**config.mk**
```make
export PLATFORM = sky130hd
export DESIGN_NAME = dlf_pi_gearshift
export DESIGN_NICKNAME = d
export VERILOG_FILES = /design/src/rtl/dlf_pkg.sv /design/src/rtl/dlf_sat_clamp.sv /design/src/rtl/dlf_pi_gearshift.sv
export SDC_FILE = /design/constraint.sdc
export NUM_CORES = 1
export LEC_CHECK = 0
export ABC_AREA = 1
export BUFFER_PORTS_ARGS = -buffer_cell sky130_fd_sc_hd__buf_2
export CAP_MARGIN = 5
export CORE_UTILIZATION = 45
export DETAILED_ROUTE_END_ITERATION = 8
export PLACE_DENSITY_LB_ADDON = 0.2
export SETUP_SLACK_MARGIN = 0.5
export SLEW_MARGIN = 20
export SYNTH_ARGS = -nofsm -noshare
export SYNTH_HDL_FRONTEND = slang
export SYNTH_SLANG_ARGS = --single-unit
```
**constraint.sdc**
```tcl
create_clock -name clk -period 15.54 [get_ports clk]
set_input_delay 1.554 -clock clk [delete_from_list [all_inputs] [get_ports clk]]
set_output_delay 1.554 -clock clk [all_outputs]
set_load 0.01 [all_outputs]
```
**src/rtl/dlf_pkg.sv**
```systemverilog
// Shared types and helpers for the PI loop filter with gear shifting.
// Holds the gear enumeration and a width-agnostic signed clamp.
package dlf_pkg;

  typedef enum logic {
    GEAR_ACQ = 1'b0,
    GEAR_TRK = 1'b1
  } gear_e;

  // Callers sign-extend into 64 bits and truncate the result back to their own width.
  function automatic logic signed [63:0] sat_clamp(input logic signed [63:0] val,
                                                   input logic signed [63:0] lo,
                                                   input logic signed [63:0] hi);
    if (val > hi) return hi;
    if (val < lo) return lo;
    return val;
  endfunction

endpackage

```
**src/rtl/dlf_sat_clamp.sv**
```systemverilog
// Combinational signed saturation from IN_W down to OUT_W bits, with a clamp flag.
// Bounds default to the full OUT_W signed range; the integrator passes tighter ones.
module dlf_sat_clamp
  import dlf_pkg::*;
#(
  parameter int IN_W  = 16,
  parameter int OUT_W = 10,
  parameter int MIN_V = -(2 ** (OUT_W - 1)),
  parameter int MAX_V = (2 ** (OUT_W - 1)) - 1
) (
  input  logic signed [IN_W-1:0]  i_val,
  output logic signed [OUT_W-1:0] o_val,
  output logic                    o_sat
);

  logic signed [63:0] w_ext;
  logic signed [63:0] w_clamped;

  assign w_ext     = 64'(i_val);
  assign w_clamped = sat_clamp(w_ext, 64'(MIN_V), 64'(MAX_V));
  assign o_val     = w_clamped[OUT_W-1:0];
  assign o_sat     = (w_clamped != w_ext);

endmodule

```
**src/rtl/dlf_pi_gearshift.sv**
```systemverilog
// PLL digital loop filter: proportional + clamped integral path, two-stage pipeline,
// with automatic ACQ->TRACK gain-set switching driven by a lock counter.
module dlf_pi_gearshift
  import dlf_pkg::*;
#(
  parameter int IN_W       = 8,
  parameter int OUT_W      = 10,
  parameter int GAIN_W     = 12,
  parameter int FRAC_W     = 6,
  parameter int LOCK_THR   = 2,
  parameter int UNLOCK_THR = 8,
  parameter int LOCK_CNT   = 16
) (
  input  logic                    clk,
  input  logic                    rst_n,
  input  logic                    in_valid,
  input  logic signed [IN_W-1:0]  err,
  input  logic [GAIN_W-1:0]       kp_acq,
  input  logic [GAIN_W-1:0]       ki_acq,
  input  logic [GAIN_W-1:0]       kp_trk,
  input  logic [GAIN_W-1:0]       ki_trk,
  input  logic                    freeze,
  output logic                    out_valid,
  output logic signed [OUT_W-1:0] ctrl,
  output logic                    sat,
  output logic                    lock
);

  localparam int PW       = IN_W + GAIN_W + 1;
  localparam int SW       = PW + 1;
  localparam int ACC_W    = OUT_W + FRAC_W;
  localparam int CTRL_MAX = (2 ** (OUT_W - 1)) - 1;
  localparam int CTRL_MIN = -(2 ** (OUT_W - 1));
  localparam int CNT_W    = $clog2(LOCK_CNT + 1);

  gear_e              r_gear;
  gear_e              w_gear_nxt;
  logic [CNT_W-1:0]   r_cnt;
  logic [CNT_W-1:0]   w_cnt_nxt;

  logic signed [IN_W:0] w_err_x;
  logic [IN_W:0]        w_abs;
  logic                 w_in_lock;
  logic                 w_unlock;

  // Magnitude in IN_W+1 bits so the most negative error does not wrap.
  assign w_err_x   = (IN_W + 1)'(err);
  assign w_abs     = w_err_x[IN_W] ? unsigned'(-w_err_x) : unsigned'(w_err_x);
  assign w_in_lock = (w_abs <= (IN_W + 1)'(LOCK_THR));
  assign w_unlock  = (w_abs > (IN_W + 1)'(UNLOCK_THR));

  always_ff @(posedge clk or negedge rst_n) begin
    if (!rst_n) begin
      r_gear <= GEAR_ACQ;
      r_cnt  <= '0;
    end else begin
      // NOTE: non-blocking assignments here so every register samples pre-edge values.
      r_gear <= w_gear_nxt;
      r_cnt  <= w_cnt_nxt;
    end
  end

  always_comb begin
    // NOTE: defaults first; a path that leaves a variable unassigned would infer a latch.
    w_gear_nxt = r_gear;
    w_cnt_nxt  = r_cnt;
    if (in_valid && !freeze) begin
      unique case (r_gear)
        GEAR_ACQ: begin
          if (!w_in_lock) begin
            w_cnt_nxt = '0;
          end else if (r_cnt == CNT_W'(LOCK_CNT - 1)) begin
            w_gear_nxt = GEAR_TRK;
            w_cnt_nxt  = '0;
          end else begin
            w_cnt_nxt = r_cnt + CNT_W'(1);
          end
        end
        GEAR_TRK: begin
          if (w_unlock) begin
            w_gear_nxt = GEAR_ACQ;
            w_cnt_nxt  = '0;
          end
        end
        default: ;
      endcase
    end
  end

  assign lock = (r_gear == GEAR_TRK);

  // Stage 1: products use the gear held before this edge, so a switching sample keeps old gains.
  logic [GAIN_W-1:0]     w_kp;
  logic [GAIN_W-1:0]     w_ki;
  logic signed [PW-1:0]  w_err_p;
  logic signed [PW-1:0]  w_kp_p;
  logic signed [PW-1:0]  w_ki_p;
  logic signed [PW-1:0]  w_p;
  logic signed [PW-1:0]  w_q;
  logic                  r_v1;
  logic signed [PW-1:0]  r_p;
  logic signed [PW-1:0]  r_q;

  assign w_kp    = (r_gear == GEAR_TRK) ? kp_trk : kp_acq;
  assign w_ki    = (r_gear == GEAR_TRK) ? ki_trk : ki_acq;
  assign w_err_p = PW'(err);
  assign w_kp_p  = PW'({1'b0, w_kp});
  assign w_ki_p  = PW'({1'b0, w_ki});
  assign w_p     = w_err_p * w_kp_p;
  assign w_q     = w_err_p * w_ki_p;

  always_ff @(posedge clk or negedge rst_n) begin
    if (!rst_n) begin
      r_v1 <= 1'b0;
      r_p  <= '0;
      r_q  <= '0;
    end else begin
      r_v1 <= in_valid;
      if (in_valid) begin
        r_p <= w_p;
        r_q <= w_q;
      end
    end
  end

  // Stage 2: integrator is clamped to the output range scaled by FRAC_W, so it never winds up.
  logic signed [ACC_W-1:0] r_acc;
  logic signed [SW-1:0]    w_acc_sum;
  logic signed [ACC_W-1:0] w_acc_clamped;
  logic                    w_acc_hit;
  logic signed [ACC_W-1:0] w_acc_nxt;
  logic signed [SW-1:0]    w_sum;
  logic signed [SW-1:0]    w_shift;
  logic signed [OUT_W-1:0] w_ctrl;
  logic                    w_sat;

  assign w_acc_sum = SW'(r_acc) + SW'(r_q);

  dlf_sat_clamp #(
    .IN_W (SW),
    .OUT_W(ACC_W),
    .MIN_V(CTRL_MIN * (2 ** FRAC_W)),
    .MAX_V(CTRL_MAX * (2 ** FRAC_W))
  ) u_acc_clamp (
    .i_val(w_acc_sum),
    .o_val(w_acc_clamped),
    .o_sat(w_acc_hit)
  );

  always_comb begin
    w_acc_nxt = r_acc;
    if (!freeze) begin
      w_acc_nxt = w_acc_hit ? w_acc_clamped : w_acc_sum[ACC_W-1:0];
    end
  end

  assign w_sum   = SW'(r_p) + SW'(w_acc_nxt);
  assign w_shift = w_sum >>> FRAC_W;

  dlf_sat_clamp #(
    .IN_W (SW),
    .OUT_W(OUT_W)
  ) u_out_clamp (
    .i_val(w_shift),
    .o_val(w_ctrl),
    .o_sat(w_sat)
  );

  always_ff @(posedge clk or negedge rst_n) begin
    if (!rst_n) begin
      r_acc     <= '0;
      ctrl      <= '0;
      sat       <= 1'b0;
      out_valid <= 1'b0;
    end else begin
      out_valid <= r_v1;
      if (r_v1) begin
        r_acc <= w_acc_nxt;
        ctrl  <= w_ctrl;
        sat   <= w_sat;
      end
    end
  end

endmodule

```
==> results.sh, run 1 <==
export IMPL_outcome="finished clean"
export IMPL_ioPinCount=73
export IMPL_postCtsSetupRepairBufs=0
export IMPL_dr_wl_met2_mm=13.6
export IMPL_worstReg2RegEnd="r_p[20]"
export IMPL_drt_iter0_markers=588
export IMPL_grt_pass1_vias=10300
export IMPL_grt_antenna_before_repair=0
export IMPL_dr_pass1_iters=5
export IMPL_drtAntennaViolNets=0
export IMPL_drt_wl_total_mm=30.0
export IMPL_slew_headroom=0.308
export IMPL_cts_resized_gates=0
export IMPL_min_delay_path_depth=2
export IMPL_synthFlopType="dfrtp_1"
export IMPL_nNetsFinal=2064
export IMPL_postCtsHoldBufs=0
export IMPL_synthDistinctLibCells=51
export IMPL_synth_seq_cells=77
export IMPL_cts_tree="done"
export IMPL_drv_slew=0
export IMPL_rsz0062_at_grt="false"
export IMPL_highest_layer="met4"
export IMPL_crit_path_start_kind="primary input"
export IMPL_route_detailed_drc=0
export IMPL_clock_latency_ns=0.33
export IMPL_setup_tns_ns=0
export IMPL_htreeDepth=3
export IMPL_critPathLaunch="err[7]"
export IMPL_clk_pin_slew_worst_paths_ns=0.06
export IMPL_fin_cells=2078
export IMPL_clock_sinks=77
export IMPL_num_rows=60
export IMPL_area_growth_syn_to_layout_pct=8.09
export IMPL_core_sq_um=27000
export IMPL_io_buffers=72
export IMPL_r2r_cells=28
export IMPL_num_antenna_cells=0
export IMPL_timing_rr_start="lock"
export IMPL_clock_fmax_mhz=143
export IMPL_avgSynthCellArea_sq_um=7.35
export IMPL_clk_path_buf_depth=2
export IMPL_endpoint_kind="register"
export IMPL_syn_nets=2013
export IMPL_clockRootBuffer="clkbuf_16"
export IMPL_grt_start_max_net_pins=77
export IMPL_via_count=10600
export IMPL_path_max_fanout=27
export IMPL_fin_crit_ns=7.01
export IMPL_max_stage_delay_ns=0.55
export IMPL_synth_edf_count=0
export IMPL_synth_cells=1683
export IMPL_layout_drive_gt1_share=0.101
export IMPL_vias_per_cell=5.11
export IMPL_crit_slowest_cell="fa_1"
export IMPL_track_usage=0.225
export IMPL_cts_buffers=9
export IMPL_crit_required_ns=15.72
export IMPL_drv_cap=0
export IMPL_path_cells="buf_2, clkinv_1, nor2_1, fa_1, fa_1, fa_1, inv_1, fa_1, inv_1, ha_1, inv_1, o31ai_1, inv_1, o221ai_1, a21oi_1, o21bai_1, a21oi_1, o21bai_1, nand3_1, a21oi_1, o21ai_0, nand2_1, xor2_1, o21ai_0"
export IMPL_min_path_type="register to register"
export IMPL_period_share=0.451
export IMPL_gr_total_overflow=0
export IMPL_fillers=2729
export IMPL_die_y_microns=168
export IMPL_hold_violations=0
export IMPL_initial_core_util=0.459
export IMPL_worstPathArrival_ns=7.19
export IMPL_cp_endpoint="r_q[20]"
export IMPL_r2r_setup_slack_ns=8.88
export IMPL_critPathKind="primary input to register"
export IMPL_place_gp_congestion=0.890
export IMPL_syn_area_sq_um=12400
export IMPL_finalClockSkew_ns=0.00657
export IMPL_routed_wl_met3_mm=1.43
export IMPL_setup_viol=0
export IMPL_yosys_warnings=0
export IMPL_die_w_microns=168
export IMPL_m1WireLength_mm=14.5
export IMPL_dieArea_sq_um=28200
export IMPL_grt_pass1_wl_mm=50.9
export IMPL_place_hpwl_mm=25.5
export IMPL_synthArstFlopShare=1.00
export IMPL_wl_per_cell_microns=14.5
export IMPL_dpl_cell_count=2064
export IMPL_max_slew_worst_pin_slew_ns=1.03
export IMPL_ys_seq_area_frac=0.156
[sequential cells by signal, summed over array words and instances, names as in the netlist]
register / count
ctrl: 10
lock: 1
out_valid: 1
r_acc: 16
r_cnt: 5
r_p: 21
r_q: 21
r_v1: 1
sat: 1
[worst min-delay path by stage]
stage / start / to / slack, ns
after floorplan: r_v1 / out_valid / 0.35
after global placement: r_p[1] / r_p[1] / 0.47
after detailed placement: ctrl[9] / ctrl[9] / 0.47
after CTS: ctrl[9] / ctrl[9] / 0.49
after global routing: r_q[15] / r_q[15] / 0.52
final: ctrl[9] / ctrl[9] / 0.49
[metal layers]
layer	GRT usage	vias up
met5	0	-
met1	0.319	4940
met3	0.0322	32
met4	0.0511	0
met2	0.365	245
li1	-	5411
[critical path, delay by kind of cell]
kind | cells | cell delay [ns]
XOR/XNOR | 1 | 0.13
AND/OR/NAND/NOR | 3 | 0.46
buffers and inverters | 6 | 1.17
AO/OA/AOI/OAI | 9 | 1.51
adder cells (fa/ha/maj) | 5 | 2.33
[layout make-up]
type                       count  area, sq um  area share
clock inverter                 4         73.8     0.00552
timing repair buffer          77          400      0.0299
multi-input combinational   1264         9170       0.685
tap                          341          427      0.0319
clock buffer                  10          239      0.0179
inverter                     305         1150      0.0857
sequential                    77         1930       0.144
[stage by stage]
| stage | hold WS [ns] | setup WS, ns | utilization | instance area (sq um) |
|---|---|---|---|---|
| 6_report | 0.486 | 8.53 | 0.496 | 13400 |
| 5_1_grt | 0.518 | 8.05 | 0.496 | 13400 |
| 4_1_cts | 0.488 | 8.52 | 0.496 | 13400 |
| 3_5_place_dp | 0.474 | 8.17 | 0.485 | 13100 |
| 3_3_place_gp | 0.474 | 8.29 | 0.485 | 13100 |
| 2_1_floorplan | 0.352 | 8.84 | - | 12400 |
[cell families (layout without fill, tap and decap cells)]
group | Yosys count | count (layout) | share of synthesized area
buffers and inverters | 342 | 396 | 0.104
XOR/XNOR | 45 | 45 | 0.0340
AND/OR/NAND/NOR | 709 | 709 | 0.248
AO/OA/AOI/OAI | 236 | 236 | 0.108
adder cells (fa/ha/maj) | 270 | 270 | 0.348
flip-flops | 77 | 77 | 0.156
multiplexers | 4 | 4 | 0.00324
[synthesized netlist by cell type (12+ instances only)]
| cell type | number | area share |
|---|---|---|
| dfrtp_1 | 77 | 0.16 |
| nand4_1 | 12 | 0.0061 |
| inv_1 | 292 | 0.089 |
| nand2_2 | 16 | 0.0081 |
| ha_1 | 147 | 0.15 |
| a21oi_1 | 80 | 0.032 |
| nand2_1 | 361 | 0.11 |
| xor2_1 | 24 | 0.017 |
| fa_1 | 123 | 0.20 |
| nand3_1 | 47 | 0.019 |
| nor2_1 | 193 | 0.059 |
| o21ai_0 | 92 | 0.037 |
| or2_2 | 26 | 0.013 |
| clkbuf_1 | 28 | 0.0085 |
| xnor2_1 | 19 | 0.013 |
| a31oi_1 | 15 | 0.0076 |
| nor3_1 | 13 | 0.0053 |
[cell usage in the layout, fill, tap and decap left out, types with 3 or more instances in the layout]
master,n
inv_1,292
buf_2,71
a21oi_2,3
a31oi_1,15
o31ai_1,7
nand4_1,12
o21ai_0,92
o21a_1,5
clkinv_1,5
xor2_1,24
ha_1,147
o21bai_1,8
inv_2,7
xnor2_1,19
nand3b_1,11
nor4_1,5
clkbuf_16,9
nand2_4,5
or2_2,26
a21oi_1,80
o22ai_1,5
nand2_2,16
nor3_1,13
mux2i_1,4
dfrtp_1,77
nand3_1,47
o21ai_1,6
buf_4,6
nor2_2,9
fa_1,123
nor2_1,193
nand2_1,361
nand3_2,5
Power of run 1 is left out: the tool's default activity adds up to more than one toggle a clock period on the data nets, which glitch-free logic cannot reach.
==> inputs of run 2 (changes only) <==
Settings changed: ABC_AREA 1 to 0.
Clock period 15.54 ns to 7.25 ns, I/O delays scaled along.
==> results.sh, run 2 <==
export IMPL_grt_pass1_wl_mm=54.4
export IMPL_grt_pass1_vias=11000
export IMPL_holdWs_ns=0.315
export IMPL_clock_fmax_mhz=150
export IMPL_synth_most_common_cell="inv_1"
export IMPL_die_w_microns=169
export IMPL_core_sq_um=27200
export IMPL_finalWorstSetupSlack_ns=0.601
export IMPL_finalClockSkew_ns=0.00844
export IMPL_clk_path_buf_depth=2
export IMPL_leakage_nw=7.13
export IMPL_final_cell_mix="188 x inv_1, 141 x ha_1, 124 x nand2_1"
export IMPL_final_area_sq_um=14300
export IMPL_synth_compound_area_frac=0.159
export IMPL_htreeDepth=3
export IMPL_top_regs="r_p: 21 flops, r_q: 21 flops, r_acc: 16 flops"
export IMPL_synth_top_cells_by_count="190 x inv_1, 147 x ha_1, 124 x nand2_1"
export IMPL_die_y_microns=169
export IMPL_total_power_w=0.00733
export IMPL_drt_iter0_markers=524
export IMPL_period_share=0.917
export IMPL_cts_buffers=9
export IMPL_ioPinCount=73
export IMPL_dr_pass1_iters=5
export IMPL_track_usage=0.238
export IMPL_fin_crit_ns=6.65
export IMPL_mostFrequentLayoutCell="inv_1"
export IMPL_synth_largest_area_cell="fa_1"
export IMPL_grt_antenna_before_repair=0
export IMPL_synth_top_cell_area_share=0.195
export IMPL_cpMostUsedCell="a21o_1"
export IMPL_num_rows=60
export IMPL_setup_viol=0
export IMPL_syn_area_sq_um=12600
export IMPL_synth_cells=1439
export IMPL_r2r_cells=31
export IMPL_endpoint_kind="register"
export IMPL_postCtsHoldBufs=0
export IMPL_max_slew_worst_pin_slew_ns=0.859
export IMPL_route_detailed_drc=0
export IMPL_outcome="finished clean"
export IMPL_synth_edf_count=0
export IMPL_timing_rr_start="r_acc[0]"
export IMPL_ys_seq_area_frac=0.153
export IMPL_power_density_nw_per_um2=512
export IMPL_synthFlopType="dfrtp_1"
export IMPL_avgSynthCellArea_sq_um=8.75
export IMPL_drtAntennaViolNets=0
export IMPL_nNetsFinal=1867
export IMPL_io_buffers=72
export IMPL_crit_required_ns=7.48
export IMPL_dpl_worst_slack_ns=-0.131
export IMPL_dieArea_sq_um=28700
export IMPL_area_growth_syn_to_layout_pct=13.6
export IMPL_vias_per_cell=5.52
export IMPL_syn_nets=1769
export IMPL_clock_latency_ns=0.35
export IMPL_worstReg2RegEnd="sat"
export IMPL_num_antenna_cells=0
export IMPL_synthAdderAreaFrac=0.342
export IMPL_synth_top_family_by_area="adder cells"
export IMPL_path_max_fanout=6
export IMPL_place_gp_congestion=0.922
export IMPL_place_area_sq_um=13500
export IMPL_drv_cap=0
export IMPL_synthArstFlopShare=1.00
export IMPL_clk_pin_slew_worst_paths_ns=0.06
export IMPL_cts_tree="done"
export IMPL_gr_total_overflow=0
export IMPL_drt_wl_total_mm=32.3
export IMPL_max_stage_delay_ns=0.39
export IMPL_place_hpwl_mm=25.6
export IMPL_clockRootBuffer="clkbuf_16"
export IMPL_layout_drive_gt1_share=0.179
export IMPL_via_count=10600
export IMPL_synthDistinctLibCells=81
export IMPL_crit_path_start_kind="register"
export IMPL_hold_violations=0
export IMPL_rsz0062_at_grt="true"
export IMPL_slew_headroom=0.428
export IMPL_min_path_type="primary input to async pin"
export IMPL_wl_per_cell_microns=16.9
export IMPL_ir_drop_mv=0.274
export IMPL_synth_xor_area_frac=0.0341
export IMPL_drv_slew=0
export IMPL_synthMuxAreaShare=0.0697
export IMPL_yosys_area_share_simple=0.170
export IMPL_yosys_warnings=0
export IMPL_clock_sinks=77
export IMPL_setup_tns_ns=0
export IMPL_r2r_setup_slack_ns=0.60
export IMPL_fillers=2638
export IMPL_synth_area_leaders="fa_1 20%, dfrtp_1 15%, ha_1 15%, inv_1 5.7%, mux2_2 4.8%"
export IMPL_worstPathArrival_ns=6.88
export IMPL_initial_core_util=0.463
export IMPL_critPathKind="register to register"
export IMPL_grt_start_max_net_pins=45
export IMPL_synth_seq_cells=77
export IMPL_crit_slowest_cell="dfrtp_1"
[run 2: layer usage]
metal / GRT usage / vias up / routed length [microns]
met2: 0.410 / 204 / 15400
li1: - / 5103 / -
met4: 0.0740 / 0 / 1070
met1: 0.310 / 5201 / 14700
met5: 0 / - / 0
met3: 0.0303 / 66 / 1090
[run 2: logic make-up (layout without fill, tap and decap cells)]
logic type	after synthesis	count (layout)
AND/OR/NAND/NOR	425	425
AO/OA/AOI/OAI	294	294
adder cells (fa/ha/maj)	270	270
buffers and inverters	243	346
multiplexers	81	81
flip-flops	77	77
XOR/XNOR	49	49
[run 2: worst max-delay path by stage]
stage / from / to / slack [ns] / cells past startpoint
after floorplan: r_q[0] / sat / 0.51 / 33
after global placement: r_acc[0] / ctrl[1] / 0.08 / 32
after detailed placement: r_acc[0] / ctrl[4] / -0.13 / 32
after CTS: r_q[0] / sat / 0.51 / 35
after global routing: r_q[0] / ctrl[7] / 0.29 / 31
final: r_acc[0] / sat / 0.60 / 31
[run 2: metrics by stage]
stage               utilization  std cells
floorplan                     -       1439
global placement          0.497       1869
detailed placement        0.497       1869
CTS                       0.516       1897
global route              0.527       1914
finish                    0.527       1914
[run 2: final cells by class]
cell class | instances | area (sq um) | area share
Multi-Input combinational cell | 1119 | 10000 | 0.700
Sequential cell | 77 | 1930 | 0.135
Timing Repair Buffer | 140 | 881 | 0.0615
Inverter | 190 | 716 | 0.0500
Tap cell | 372 | 465 | 0.0325
Clock buffer | 11 | 243 | 0.0170
Clock inverter | 5 | 58.8 | 0.00411
[run 2: worst max-delay path, delay by kind of cell (launching register included)]
kind	cells	cell delay [ns]
AOI/OAI and AO/OA	17	3.47
xor gates and xnor gates	1	0.18
adders and majority gates	4	0.97
buffers and inverters	2	0.26
DFF	1	0.39
and+or+nand+nor	7	1.24
[run 2: repair_timing]
item	4_1_cts	5_1_grt
buffers inserted	12	17
pin swaps	15	36
gates resized for setup	28	36
setup endpoints to repair	11	18
[run 2: power breakdown]
part | switching, W | internal, W | leakage (nW)
Clock | 0.000188 | 0.000277 | 0.142
Sequential | 0.000153 | 0.000622 | 0.920
Combinational | 0.00338 | 0.00271 | 6.07
Power figures use the tool's default switching activity.
==> inputs of run 3 (changes only) <==
--- a/config.mk
+++ b/config.mk
@@ -10,3 +10,3 @@
 export CAP_MARGIN = 5
-export CORE_UTILIZATION = 45
+export CORE_UTILIZATION = 58
 export DETAILED_ROUTE_END_ITERATION = 8
==> constraint.sdc (replaced) <==
create_clock -name clk -period 8.1 [get_ports clk]
set_input_delay 0.81 -clock clk [delete_from_list [all_inputs] [get_ports clk]]
set_output_delay 0.81 -clock clk [all_outputs]
set_load 0.05 [all_outputs]
==> results.sh, run 3 (synthesis results as in run 2) <==
export IMPL_outcome="finished clean"
export IMPL_clockRootBuffer="clkbuf_16"
export IMPL_place_area_sq_um=13200
export IMPL_die_y_microns=149
export IMPL_finalClockSkew_ns=0.0145
export IMPL_rsz0062_at_grt="false"
export IMPL_p_sw_frac=0.525
export IMPL_wl_per_cell_microns=17.2
export IMPL_drtAntennaViolNets=0
export IMPL_grt_antenna_before_repair=0
export IMPL_crit_slowest_cell="fa_1"
export IMPL_via_count=10500
export IMPL_grt_start_max_net_pins=56
export IMPL_mostFrequentLayoutCell="inv_1"
export IMPL_htreeDepth=3
export IMPL_top_regs="r_p: 21 flops, r_q: 21 flops, r_acc: 16 flops"
export IMPL_area_growth_syn_to_layout_pct=7.81
export IMPL_power_density_nw_per_um2=454
export IMPL_vias_per_cell=5.95
export IMPL_gr_total_overflow=0
export IMPL_power_frac_seq=0.112
export IMPL_drt_iter0_markers=622
export IMPL_crit_path_start_kind="register"
export IMPL_ir_drop_mv=0.316
export IMPL_crit_required_ns=8.32
export IMPL_ioPinCount=73
export IMPL_max_stage_delay_ns=0.42
export IMPL_fin_crit_ns=7.11
export IMPL_num_antenna_cells=0
export IMPL_path_max_fanout=8
export IMPL_clk_pin_slew_worst_paths_ns=0.07
export IMPL_period_share=0.878
export IMPL_grt_pass1_wl_mm=51.2
export IMPL_holdWs_ns=0.353
export IMPL_drv_slew=0
export IMPL_fillers=1822
export IMPL_worstPathArrival_ns=7.33
export IMPL_cts_tree="done"
export IMPL_grt_pass1_vias=10600
export IMPL_num_rows=53
export IMPL_hold_violations=0
export IMPL_place_hpwl_mm=23.9
export IMPL_drt_wl_total_mm=30.4
export IMPL_fin_cells=1763
export IMPL_nNetsFinal=1813
export IMPL_initial_core_util=0.595
export IMPL_pwr_share_clk=0.068
export IMPL_cellInternalPower_w=0.00293
export IMPL_final_area_sq_um=13600
export IMPL_setup_viol=0
export IMPL_critPathKind="register to register"
export IMPL_min_path_type="primary input to async pin"
export IMPL_io_buffers=72
export IMPL_leakage_nw=6.82
export IMPL_drv_cap=0
export IMPL_core_sq_um=21200
export IMPL_route_detailed_drc=0
export IMPL_endpoint_kind="register"
export IMPL_cts_buffers=9
export IMPL_cpMostUsedCell="o21ai_0"
export IMPL_switching_power_w=0.00323
export IMPL_final_cell_mix="190 x inv_1, 144 x ha_1, 124 x nand2_1"
export IMPL_power_frac_comb=0.819
export IMPL_clock_latency_ns=0.35
export IMPL_clk_path_buf_depth=2
export IMPL_slew_headroom=0.429
export IMPL_setup_tns_ns=0
export IMPL_clock_fmax_mhz=141
export IMPL_clock_sinks=77
export IMPL_die_w_microns=149
export IMPL_max_slew_worst_pin_slew_ns=0.857
export IMPL_dpl_cell_count=1744
export IMPL_track_usage=0.291
export IMPL_dieArea_sq_um=22300
export IMPL_dr_pass1_iters=5
export IMPL_place_gp_congestion=0.919
export IMPL_layout_drive_gt1_share=0.130
==> run 3: changes by cell type in the layout (fill, tap and decap cells not counted), moves of 4 or more <==
cell,change
buf_4,-52
o21ai_0,+7
a21oi_1,+6
ha_4,-5
o21ai_2,-5
a21oi_2,-4
==> run 3: final timing paths <==
| path | start | end | slack, ns | depth (start not counted) |
|---|---|---|---|---|
| worst max register to register | r_acc[0] | sat | 0.99 | 31 |
| worst min register to register | r_q[8] | r_q[8] | 0.49 | 1 |
| max in group asynchronous | rst_n | lock | 6.69 | 2 |
| worst min-delay path | rst_n | r_acc[14] | 0.35 | 1 |
| worst max-delay path | r_acc[0] | sat | 0.99 | 31 |
| min in group clk | r_q[8] | r_q[8] | 0.49 | 1 |
==> run 3: power by group through the flow <==
stage / combinational [W] / clock (W) / sequential [W]
finish: 0.00505 / 0.000420 / 0.000693
global route: 0.00564 / 0.000441 / 0.000707
CTS: 0.00495 / 0.000424 / 0.000692
detailed placement: 0.00490 / 0 / 0.000698
global placement: 0.00484 / 0 / 0.000694
floorplan: 0.00379 / 0 / 0.000711
==> run 3: timing repair <==
| action | in CTS | in global routing |
|---|---|---|
| endpoints found under the setup margin | 11 | 11 |
| hold buffers | 0 | 0 |
| resized for setup | 3 | 15 |
| buffers inserted | 0 | 3 |
| pin swaps | 0 | 3 |
==> run 3: area by class of cell <==
| cell class | instances | area, sq um | area share |
|---|---|---|---|
| multi-input cells | 1119 | 9820 | 0.723 |
| flip-flops and latches | 77 | 1930 | 0.142 |
| inverters | 190 | 713 | 0.0525 |
| repair buffers | 86 | 468 | 0.0345 |
| well taps | 275 | 344 | 0.0253 |
| clock buffers | 9 | 225 | 0.0166 |
| clock inverters | 7 | 80.1 | 0.00590 |
==> run 3: worst max-delay path, delay by kind of cell, from the launching register on <==
family | cells | cell delay, ns
fa+ha+maj | 5 | 1.41
flops | 1 | 0.40
xor+xnor | 2 | 0.38
buf+inv | 2 | 0.24
simple gates | 7 | 1.36
compound gates | 15 | 3.19
==> run 3: metal layers <==
layer  vias to the layer above  global-route usage  share of wire
met4                         0              0.0842          0.023
met5                         -                   0              0
met2                       281               0.509           0.49
met3                        44              0.0410          0.051
met1                      5151               0.371           0.43
li1                       5015                   -              -
==> run 3: per-stage QoR <==
step	power, W	setup WS, ns	utilization
3_5_place_dp	0.00560	0.398	0.623
4_1_cts	0.00607	0.567	0.639
5_1_grt	0.00679	0.498	0.642
3_3_place_gp	0.00554	0.665	0.623
6_report	0.00616	0.990	0.642
2_1_floorplan	0.00450	1.11	-
